==> config.mk <==
export PLATFORM = sky130hd
export DESIGN_NAME = timer_ctrl_flat
export DESIGN_NICKNAME = d
export VERILOG_FILES = /design/src/rtl/timer_pkg.sv /design/src/rtl/timer_if.sv /design/src/rtl/timer_prescaler.sv /design/src/rtl/timer_ctrl.sv /design/src/flat_wrapper.sv
export SDC_FILE = /design/constraint.sdc
export NUM_CORES = 1
export LEC_CHECK = 0
export ABC_AREA = 1
export CAP_MARGIN = 30
export CELL_PAD_IN_SITES_DETAIL_PLACEMENT = 1
export CELL_PAD_IN_SITES_GLOBAL_PLACEMENT = 2
export CORE_MARGIN = 2
export CORE_UTILIZATION = 33
export DETAILED_ROUTE_END_ITERATION = 8
export GPL_TIMING_DRIVEN = 0
export HOLD_SLACK_MARGIN = 0.1
export MAX_ROUTING_LAYER = met4
export PLACE_DENSITY = 0.85
export SLEW_MARGIN = 20
export SYNTH_ARGS = -nofsm -noshare
export SYNTH_HDL_FRONTEND = slang
export SYNTH_SLANG_ARGS = --single-unit
==> constraint.sdc <==
create_clock -name clk -period 3.06 [get_ports clk]
set_clock_uncertainty 0.2 [all_clocks]
set_input_delay 0.612 -clock clk [delete_from_list [all_inputs] [get_ports clk]]
set_output_delay 0.612 -clock clk [all_outputs]
set_load 0.01 [all_outputs]
==> src/rtl/timer_pkg.sv <==
// Shared types and command codes for the timer peripheral controller.
package timer_pkg;

  typedef enum logic [1:0] {
    IDLE = 2'd0,
    ARM  = 2'd1,
    RUN  = 2'd2
  } state_t;

  localparam logic [2:0] TIM_ENABLE   = 3'b000;
  localparam logic [2:0] TIM_PSC_I    = 3'b001;
  localparam logic [2:0] TIM_ARR_I    = 3'b010;
  localparam logic [2:0] TIM_CLR_FLAG = 3'b011;
  localparam logic [2:0] TIM_PSC_REG  = 3'b100;
  localparam logic [2:0] TIM_ARR_REG  = 3'b101;
  localparam logic [2:0] TIM_READ_CNT = 3'b110;
  localparam logic [2:0] TIM_DISABLE  = 3'b111;

  localparam logic [6:0] TIM_OPCODE = 7'b0100101;

endpackage

==> src/rtl/timer_if.sv <==
// Command bus from the control unit into the timer controller.
interface timer_if;
  logic        cmd_valid;
  logic        cmd_ready;
  logic [2:0]  cmd_op;
  logic [31:0] cmd_data;

  modport master (output cmd_valid, output cmd_op, output cmd_data, input cmd_ready);
  modport slave  (input cmd_valid, input cmd_op, input cmd_data, output cmd_ready);
endinterface

==> src/rtl/timer_prescaler.sv <==
// Prescaler: counts 0..psc_act and emits one tick per wrap; active value reloads on clr/load.
module timer_prescaler #(
  parameter int PSC_W = 16
) (
  input  logic             clk,
  input  logic             reset_n,
  input  logic             en,
  input  logic             clr,
  input  logic             load,
  input  logic [PSC_W-1:0] load_val,
  output logic             tick
);

  logic [PSC_W-1:0] psc_cnt;
  logic [PSC_W-1:0] psc_act;

  assign tick = en && (psc_cnt == psc_act);

  always_ff @(posedge clk or negedge reset_n) begin
    if (!reset_n) begin
      psc_cnt <= '0;
      psc_act <= '0;
    end else if (clr) begin
      psc_cnt <= '0;
      psc_act <= load_val;
    end else if (en) begin
      psc_cnt <= tick ? '0 : psc_cnt + 1'b1;
      if (load) psc_act <= load_val;
    end
  end

endmodule

==> src/rtl/timer_ctrl.sv <==
// Timer controller: command decode, IDLE/ARM/RUN sequencing, main counter with
// preloaded PSC/ARR shadows, sticky update flag, interrupt pulse and counter read-back.
module timer_ctrl
  import timer_pkg::*;
#(
  parameter int CNT_W = 32,
  parameter int PSC_W = 16
) (
  input  logic             clk,
  input  logic             reset_n,
  timer_if.slave           bus,
  output logic [CNT_W-1:0] cnt_o,
  output logic             running_o,
  output logic             uif_o,
  output logic             irq_o,
  output logic [31:0]      rdata_o,
  output logic             rvalid_o
);

  state_t           state_q, state_d;
  logic [PSC_W-1:0] psc_shadow;
  logic [CNT_W-1:0] arr_shadow, arr_act, cnt;
  logic             cmd_fire, tick, evt;

  assign bus.cmd_ready = (state_q != ARM);
  assign cmd_fire      = bus.cmd_valid && bus.cmd_ready;
  assign running_o     = (state_q == ARM) || (state_q == RUN);
  assign cnt_o         = cnt;

  // ARR of zero parks the counter at 0 and never produces an update event
  assign evt = tick && (arr_act != '0) && (cnt == arr_act);

  always_ff @(posedge clk or negedge reset_n) begin
    if (!reset_n) state_q <= IDLE;
    else          state_q <= state_d;
  end

  always_comb begin
    state_d = state_q;
    unique case (state_q)
      IDLE:    if (cmd_fire && bus.cmd_op == TIM_ENABLE)  state_d = ARM;
      ARM:     state_d = RUN;
      RUN:     if (cmd_fire && bus.cmd_op == TIM_DISABLE) state_d = IDLE;
      default: state_d = IDLE;
    endcase
  end

  timer_prescaler #(.PSC_W(PSC_W)) u_psc (
    .clk      (clk),
    .reset_n  (reset_n),
    .en       (state_q == RUN),
    .clr      (state_q == ARM),
    .load     (evt),
    .load_val (psc_shadow),
    .tick     (tick)
  );

  always_ff @(posedge clk or negedge reset_n) begin
    if (!reset_n) begin
      psc_shadow <= '0;
      arr_shadow <= '0;
      arr_act    <= '0;
      cnt        <= '0;
      uif_o      <= 1'b0;
      irq_o      <= 1'b0;
      rdata_o    <= '0;
      rvalid_o   <= 1'b0;
    end else begin
      // Active registers sample the shadows before this cycle's writes land
      if (cmd_fire && (bus.cmd_op == TIM_PSC_I || bus.cmd_op == TIM_PSC_REG))
        psc_shadow <= bus.cmd_data[PSC_W-1:0];
      if (cmd_fire && (bus.cmd_op == TIM_ARR_I || bus.cmd_op == TIM_ARR_REG))
        arr_shadow <= bus.cmd_data[CNT_W-1:0];

      if (state_q == ARM) begin
        cnt     <= '0;
        arr_act <= arr_shadow;
      end else begin
        if (tick) cnt <= (cnt == arr_act) ? '0 : cnt + 1'b1;
        if (evt)  arr_act <= arr_shadow;
      end

      if (evt)                                         uif_o <= 1'b1;
      else if (cmd_fire && bus.cmd_op == TIM_CLR_FLAG) uif_o <= 1'b0;
      irq_o <= evt;

      rvalid_o <= cmd_fire && (bus.cmd_op == TIM_READ_CNT);
      if (cmd_fire && bus.cmd_op == TIM_READ_CNT) rdata_o <= 32'(cnt);
    end
  end

endmodule

==> src/flat_wrapper.sv <==
// flat-port wrapper written by rule: the top's interface ports become plain ports
module timer_ctrl_flat import timer_pkg::*;
#(
  parameter int CNT_W = 32,
  parameter int PSC_W = 16
)
  (clk, reset_n, cnt_o, running_o, uif_o, irq_o, rdata_o, rvalid_o, bus_cmd_valid, bus_cmd_op, bus_cmd_data, bus_cmd_ready);
  timer_if bus_i ();
  input  logic clk;
  input  logic reset_n;
  output logic [CNT_W-1:0] cnt_o;
  output logic running_o;
  output logic uif_o;
  output logic irq_o;
  output logic [31:0] rdata_o;
  output logic rvalid_o;
  input wire logic [$bits(bus_i.cmd_valid)-1:0] bus_cmd_valid;
  input wire logic [$bits(bus_i.cmd_op)-1:0] bus_cmd_op;
  input wire logic [$bits(bus_i.cmd_data)-1:0] bus_cmd_data;
  output wire logic [$bits(bus_i.cmd_ready)-1:0] bus_cmd_ready;
  assign bus_i.cmd_valid = bus_cmd_valid;
  assign bus_i.cmd_op = bus_cmd_op;
  assign bus_i.cmd_data = bus_cmd_data;
  assign bus_cmd_ready = bus_i.cmd_ready;
  timer_ctrl #(.CNT_W(CNT_W), .PSC_W(PSC_W)) u_core (.clk(clk), .reset_n(reset_n), .bus(bus_i), .cnt_o(cnt_o), .running_o(running_o), .uif_o(uif_o), .irq_o(irq_o), .rdata_o(rdata_o), .rvalid_o(rvalid_o));
endmodule
Word level (Yosys, flattened, before mapping)
Cells that the tools add are included.
Widths: inputs -> output; s select.
Word-level totals
  bits in registers: 181
  bits of input ports: 38
  output and inout bits: 69
  logic and storage cells: 65
Cells by class
  add/sub/neg operators: 2
  equal/unequal tests: 14
  multiplexer cells: 16
  reductions and logical operators: 22
Operators with widths (number)
  $mux 32: 5
  $mux 16: 6
  $add 32x1->32 const B: 1
  $eq 32x32->1: 1
  $reduce_bool 32->1: 1
  $add 16x1->16 const B: 1
  $eq 16x16->1: 1
  $eq 3x3->1 const B: 4
  $logic_and 1x1->1: 10
  $reduce_bool 2->1: 4
  $eq 3x2->1 const B: 2
  $ne 2x1->1 const B: 3
  $pmux 2 s3: 1
  $mux 2: 2
  $reduce_and 2->1: 2
  $eq 3x1->1 const B: 1
  $logic_not 3->1: 1
  $logic_or 1x1->1: 3
  $eq 2x1->1 const B: 1
  $eq 2x2->1 const B: 1
  $logic_not 2->1: 1
  $mux 1: 2

Depth between registers and ports, before layout
  word-level depth: 7
  gate-level depth with buffers: 14
  mapped depth without buffers: 13

By module
From an unflattened synthesis, not the netlist that was laid out.
Unflattened totals
  cells, all modules: 1123
  area, all modules: 9063.7 µm²
Modules (own cells, without submodules)
  timer_ctrl: instances 1, cells each 841, area an instance 7086.8 µm², sequential area each 3728.6 µm²
  timer_prescaler: instances 1, cells each 282, area an instance 1976.9 µm², sequential area each 800.8 µm²

Worst setup path after synthesis
No wires, ideal clock.
  path type: flip-flop to flip-flop
  start: register u_core.state_q[1]
  end: register u_core.u_psc.psc_cnt[15]
  setup time: 0.123 ns
  data arrival time: 1.955 ns
  required time: 2.737 ns
  setup slack: 0.782 ns
  stages on the path, launching flop included: 13
  buffers on the path: 1
  period minus slack after synthesis: 2.278 ns
  path through: dfrtp_1 -> inv_1 -> ha_1 -> buf_2 -> nand2_1 -> nor2_1 -> nand2_1 -> nor2_1 -> nand4_1 -> nor2_2 -> nand3_1 -> o21ai_0 -> a21oi_1
Between the ends
  cells in the longest elaborated chain, start to end: 5
  elaborated cells between the ends (all ways): 7
  classes of those cells: 2 x eq/ne; 3 x mux; 2 x reduce/logical
Ends and longest elaborated chain
  start: declaration: line timer_ctrl.sv:20  | state_t state_q, state_d;
  start signal: assignment: line timer_ctrl.sv:35  | else state_q <= state_d;
  $eq 2x2->1: line timer_ctrl.sv:51  | .en (state_q == RUN),
  $logic_and 1x1->1: line timer_prescaler.sv:17  | assign tick = en && (psc_cnt == psc_act);
  $mux 16: line timer_prescaler.sv:27  | psc_cnt <= tick ? '0 : psc_cnt + 1'b1;
  $mux 16: line timer_prescaler.sv:26  | end else if (en) begin
  $mux 16: line timer_prescaler.sv:23  | end else if (clr) begin
  end signal: assignment: line timer_prescaler.sv:27
  end: declaration: line timer_prescaler.sv:14  | logic [PSC_W-1:0] psc_cnt;
Several ways; a longest one is shown, not always the timed one. The select of a mux whose other input is x is not followed.
A chain may end at the register's enable or synchronous reset.

Worst setup path in the final report
  start: register u_core.state_q[1]
  end: output bus_cmd_ready
Between the ends
  cells in the longest elaborated chain, start to end: 1
Ends and longest elaborated chain
  $ne 2x1->1: line timer_ctrl.sv:25  | assign bus.cmd_ready = (state_q != ARM);
  end: declaration: line flat_wrapper.sv:20  | output wire logic [$bits(bus_i.cmd_ready)-1:0] bus_cmd_ready;
No other way between the ends.

==> impl_summary.txt <==
----------------------------------------------------
[Yosys]
  Synth Area per Inst ... 8.19 um^2
  Post-synth net total ... 1,123
  Cells after synthesis ... 1,079
  Seq/Total Area, Yosys ... 51.2%
  Dominant cells by area after synthesis ... dfrtp_1 (51%), nand2_1 (11%), nor2_1 (6.4%)
  Ys async rst share ... 100%
  Distinct cells, synth ... 28
  Register bit count reported by yosys ... 181
  Netlist area before placement ... 8840 um^2
  Synthesis warning total ... 0
  Count of flip-flops with a built-in enable after synthesis ... 0
  Cell type contributing the most total cell area after synthesis ... dfrtp_1
  Top flip-flop cell by instance count after synthesis ... dfrtp_1
  Synth top area share ... 51.2%

[Global routing]
  Overflow left after global routing ... 0
  Number of antenna violations at the first check in global routing ... 0
  Maximum number of pins on one net before global-route repair ... 97
  GR Util All Layers ... 20.8%
  Global-route wire length before repair ... 44.1 mm
  Number of global-route vias before repair ... 7,881

[Timing]
  Pin slew with the least headroom to its limit ... 0.704 ns
  Fin crit period ... 2.85 ns
  Slew Limit Fails ... 0
  Final hold violation count ... 0
  Max Freq ... 0.351 GHz
  Final worst-path cycle share ... 93.1%
  Setup violations, final ... 0
  Worst-case setup margin in the final layout ... 0.212 ns
  Relative slew slack ... 53.1%

[Floorplanning]
  Number of placement rows ... 59
  Height of the die ... 168 um
  Die area ... 28,100 um^2
  Starting density of the core ... 33.7%
  Floorplan core area ... 26,200 um^2
  IO Pins ... 107
  Die X ... 168 um

[Drt]
  TritonRoute pass-1 iters ... 4
  Initial drt markers ... 433
  Avg WL per Cell ... 17.4 um
  Routed Wire Length ... 27.0 mm
  Via density per instance ... 4.87
  Drt drc ... 0
  Via Count ... 7,567
  Count of antenna-violating nets left after detailed routing ... 0

[Place]
  Post-DP HPWL ... 20.7 mm
  Final GP Congestion ... 0.902
  Post-Place Cell Area ... 10,400 um^2
  Dpl ws ... -0.0107 ns
  Count of buffers inserted at the top-level ports ... 106
  Placed insts ... 1,521

[Finish]
  Layout cells sized above 1 ... 7.47%
  Core utilization of the finished layout ... 41.7%
  Relative area change from synthesis to final layout ... 23.5%
  Post-route insts no fill ... 1,553
  Number of nets at the end of the flow ... 1,249
  Diodes inserted ... 0
  Area of all placed cells without fillers ... 10,900 um^2

[CTS]
  Max Buffers Root-to-Sink ... 2
  # H-tree levels ... 4
  Clock-pin slew on the worst setup and hold paths ... 0.07 ns
  Clock root cell ... clkbuf_16
  CTS tree ... built
  CTS Buf Count ... 17
  Clock Sink Count ... 181
  Insertion delay to the later sink of the worst-skew pair ... 0.44 ns

[Critical path]
  Maximum fanout encountered on the critical timing path ... 17
  Delay contributed by the slowest stage of the critical path ... 0.63 ns
  Worst-path cell with the longest stage delay ... clkdlybuf4s50_1
  Element type at the critical path end ... output pin
  Endpoint required time on the critical path ... 2.25 ns
  Crit path arrival time ... 2.04 ns
  WS Path Type ... flop to output pin
  Startpoint kind of the worst setup timing path ... flop
  Critical path cell sequence ... inv_1 > ha_1 > inv_2 > clkdlybuf4s50_1

[Min path]
  Path category of the worst min-delay check ... flop to flop

[Run status]
  Result of the run ... finished, final reports clean

[Power and ir drop]
  Areal power density over the cells ... 855 nW/um^2
  Total power after layout ... 9.33 mW
  Peak supply drop ... 0.347 mV
  Standby leakage power ... 5.03 nW

[Run]
  Max-cap check violation count ... 0

----------------------------------------------------
per-layer routing:
metal  vias to the layer above  routed length [um]  global-route usage (%)
met2                       149               12900                    33.3
li1                       3675                   -                       -
met5                         -                   0                       -
met3                        31                 871                    2.72
met4                         0                 537                    6.96
met1                      3712               12700                    27.3
worst paths after layout:
path	from	end	slack, ns	cells after the start
min reg2reg	u_core.arr_shadow[15]	u_core.arr_shadow[15]	0.29	2
min in group asynchronous	reset_n	u_core.rvalid_o	0.55	2
max	u_core.state_q[1]	bus_cmd_ready	0.21	4
max reg2reg	u_core.cnt_o[1]	u_core.cnt_o[26]	0.25	10
min	u_core.arr_shadow[15]	u_core.arr_shadow[15]	0.29	2
max in group asynchronous	reset_n	u_core.arr_act[11]	1.18	3
sequential cells by signal, indices dropped and copies added, names as in the netlist:
signal                count
u_core.rvalid_o           1
u_core.u_psc.psc_act     16
u_core.cnt_o             32
u_core.u_psc.psc_cnt     16
u_core.state_q            2
u_core.arr_shadow        32
u_core.irq_o              1
u_core.uif_o              1
u_core.psc_shadow        16
u_core.arr_act           32
u_core.rdata_o           32
timing repair:
item,CTS,global route
hold buffers,1,0
hold endpoints to repair,85,0
setup endpoints to repair,1,18
gates cloned,0,0
resized for setup,0,8
buffers inserted,0,0
final cells by class:
class | count | area (um^2)
fill | 3117 | 15300
sequential | 181 | 4530
multi-input combinational | 736 | 3660
timing repair buffer | 108 | 1100
clock buffer | 22 | 474
inverter | 125 | 469
tap | 335 | 419
buffer | 36 | 184
clock inverter | 10 | 73.8
cells by family (layout without fill, tap and decap cells):
| logic type | Yosys count | after routing | synth area share [%] |
|---|---|---|---|
| compound gates | 139 | 139 | 7.88 |
| xor+xnor | 58 | 58 | 5.75 |
| fa+ha+maj | 6 | 6 | 0.849 |
| buf+inv | 162 | 301 | 7.37 |
| flops | 181 | 181 | 51.2 |
| mux | 25 | 25 | 3.18 |
| simple gates | 508 | 508 | 23.7 |
cell usage after synthesis (2+ instances only):
cell,number
clkbuf_1,10
buf_2,14
dfrtp_1,181
o21ai_1,3
o21ai_0,83
inv_1,121
a21oi_1,52
mux2_2,25
nand3_1,56
nor3b_1,3
inv_2,3
nand2_4,2
nor2_1,150
xnor2_1,4
buf_4,5
ha_1,6
nand4_1,21
nor3_1,20
xor2_1,54
buf_1,7
nand2_1,251
nor2_2,2
layout by cell type, fill, tap and decap left out, types with 2 or more instances in the layout:
master,count
nand2_1,251
nand2_4,2
buf_1,5
inv_1,121
inv_2,3
a21oi_1,51
ha_1,6
nor2_2,2
clkdlybuf4s50_1,105
dfrtp_1,181
clkbuf_8,3
nor3b_1,3
clkbuf_16,17
o21ai_0,83
clkbuf_2,4
xnor2_1,4
buf_4,5
o21ai_1,3
buf_2,14
xor2_1,54
clkinvlp_4,2
mux2_2,25
nor3_1,20
nor2_1,150
clkinv_2,3
nand3_1,56
nand4_1,21
clkinv_4,4
clkbuf_1,9
critical path: cells and delay by family (launching register included):
family / cells / cell delay, ns
flops: 1 / 0.37
fa+ha+maj: 1 / 0.22
buf+inv: 3 / 1.02
power by group:
| group | switching, mW | total [mW] | internal (mW) |
|---|---|---|---|
| logic | 2.03 | 3.41 | 1.37 |
| registers | 0.603 | 3.84 | 3.24 |
| clock network | 0.971 | 2.08 | 1.11 |
| total | 3.61 | 9.33 | 5.72 |
metrics by stage:
step / hold slack (ns) / setup TNS [ns]
6_report: 0.289 / 0
5_1_grt: 0.320 / -0.000980
4_1_cts: 0.292 / 0
3_5_place_dp: 0.275 / -0.0107
3_3_place_gp: 0.258 / -1189.90
2_1_floorplan: 0.116 / 0
Note: power is estimated with default switching activity, not from simulation.
==> edit, RTL diff (same settings) <==
The 3 states of `state_t` get a one-hot encoding in 3 bits.
--- a/src/rtl/timer_pkg.sv
+++ b/src/rtl/timer_pkg.sv
@@ -1,10 +1,10 @@
 // Shared types and command codes for the timer peripheral controller.
 package timer_pkg;
 
-  typedef enum logic [1:0] {
-    IDLE = 2'd0,
-    ARM  = 2'd1,
-    RUN  = 2'd2
+  typedef enum logic [2:0] {
+    IDLE = 3'b001,
+    ARM  = 3'b010,
+    RUN  = 3'b100
   } state_t;
 
   localparam logic [2:0] TIM_ENABLE   = 3'b000;
Behaviour: same outputs for any inputs over 4 cycles, from zero or initial values and one cycle with reset_n low; so few cycles prove little.
==> edit against the original RTL <==
- critical path type unchanged
- cell area increased by 3.8%
- non-clock buffer count grew 13
- sequential cell count is 1 higher
- register-to-register slack better by 140 ps
- synthesized area increased by 3.5%
- global-route usage grew 0.71 points
- wire length increased by 6.4%
- worst setup slack worse by 120 ps
Power is not compared: it rests on default switching activity, and its combinational part moved more than twofold at a synthesized area within 25%.
==> edit: results (changes against the original RTL) <==
numCtsBuffers: 17  # unchanged
grt.total_usage_pct: 21.5  # +0.71 points
drive_above_1_share_pct: 7.13  # -0.34 points
grt_pass1_vias: 8444  # +7.1%
port_buffers: 106  # unchanged
clkSlewWorstSetupHoldPaths_ps: 70  # about the same
async_flop_share_pct: 100  # unchanged
drt_iter0_markers: 384  # -11%
drt_first_pass_iters: 5  # +1
yosysTopAreaCell: "dfrtp_1"
p_leak_nw: 5.45
post_cts_buffers: 0  # unchanged
grt_max_degree: 93  # -4.1%
place_congestion: 0.851  # -5.6%
synthDistinctLibCells: 35  # +25%
slowest_stage: "clkdlybuf4s50_1"
status: "complete, no violations"
ctsRootBufferMaster: "clkbuf_16"
yosys-top-cells-area: "dfrtp_1 (49%), nand2_1 (17%), nor2_1 (5.7%)"
stdcell_count: 1705  # +9.8%
antenna_found_initial: 0  # unchanged
max-clock-path-buffers: 2  # unchanged
yosysWarnings: 0  # unchanged
vdd_drop_max_mv: 0.306
vias_per_cell: 4.76  # -2.4%
post-route-util_pct: 41.8  # +0.16 points
h-tree-depth: 4  # unchanged
clk_latency_ps: 440  # about the same
seq_area_frac_synth_pct: 49.8  # -1.5 points
nets: 1360  # +8.9%
grt_pass1_wl_mm: 46.4  # +5.3%
dp_worst_setup_slack_ps: -315  # -304 ps
syn-instance-count: 1193  # +11%
cpPeakStageDelay_ps: 560  # -70 ps
dp_hpwl_mm: 21.9  # +6.0%
hp-class: "reg2reg"
path_max_fanout: 10  # -7
placed_cell_area_um2: 10700  # +3.5%
arrival_ps: 2150  # +110 ps
cp_top_family: "buffers and inverters"
n_antenna_cell: 0  # unchanged
synthTopCellsByCount: "nand2_1 (420), dfrtp_1 (181), nor2_1 (139)"
num-fill-cells: 3352  # +7.5%
wl_per_cell_um: 16.9  # -3.1%
slew_headroom_pct: 52.0  # -1.1 points
-- edit: cell types whose count changed after synthesis, moves of 9 or more --
cell / before / now
nand2_1: 251 / 420
nor2_1: 150 / 139
a21oi_1: 52 / 4
clkbuf_1: 10 / 19
nand4_1: 21 / 11
o21ai_0: 83 / 61
mux2_2: 25 / 16
inv_1: 121 / 104
nand3_1: 56 / 95
-- edit: power by group --
group / total [mW] / internal, mW / switching (mW)
Clock: 2.26 / 1.20 / 1.06
Combinational: 1.66 / 0.670 / 0.986
Sequential: 3.30 / 2.91 / 0.399
-- edit: cells by family after synthesis --
family / count (synthesis) / share of synthesized area, %
AND/OR/NAND/NOR: 698 / 31.0
multiplexers: 16 / 1.97
flip-flops: 182 / 49.8
XOR/XNOR: 54 / 5.17
buffers and inverters: 165 / 7.38
AO/OA/AOI/OAI: 76 / 4.47
adder cells (fa/ha/maj): 2 / 0.273
-- edit: final cells by class --
cell class | instances | area [µm²] | area share [%]
repair buffers | 108 | 1100 | 9.74
plain buffers | 49 | 262 | 2.31
clock buffers | 20 | 457 | 4.03
multi-input cells | 846 | 3920 | 34.6
inverters | 116 | 435 | 3.84
flip-flops and latches | 182 | 4560 | 40.2
well taps | 372 | 465 | 4.11
clock inverters | 12 | 133 | 1.17
-- edit: worst reg2reg max path: cells and delay by family (launching register included) --
kind / cells / cell delay (ps)
AND/OR/NAND/NOR: 9 / 1060
buffers and inverters: 3 / 860
flip-flops: 1 / 430
-- edit: per-layer routing --
metal	share of wire [%]	wire length, µm	GRT usage [%]	vias up
li1	-	-	-	3971
met3	2.2	644	2.66	28
met1	49	14000	27.9	3978
met5	0	0	-	-
met2	47	13700	35.3	134
met4	1.7	495	6.06	0
-- edit: path summary, 6_finish.rpt --
kind                            slack, ps                     to                startpoint  cells after the start
max in group asynchronous            1190  u_core.arr_shadow[31]                   reset_n                      3
worst max register to register        390       u_core.cnt_o[11]  u_core.u_psc.psc_cnt[11]                     12
worst max-delay path                  100          bus_cmd_ready         u_core.state_q[0]                      5
worst min register to register        260     u_core.arr_act[17]     u_core.arr_shadow[17]                      2
min in group asynchronous             520     u_core.rdata_o[23]                   reset_n                      2
worst min-delay path                  260     u_core.arr_act[17]     u_core.arr_shadow[17]                      2
-- edit: repair_timing --
action,in CTS,in global routing
hold endpoints to repair,90,0
endpoints found under the setup margin,1,1
hold buffers,1,0
gates resized for setup,6,1
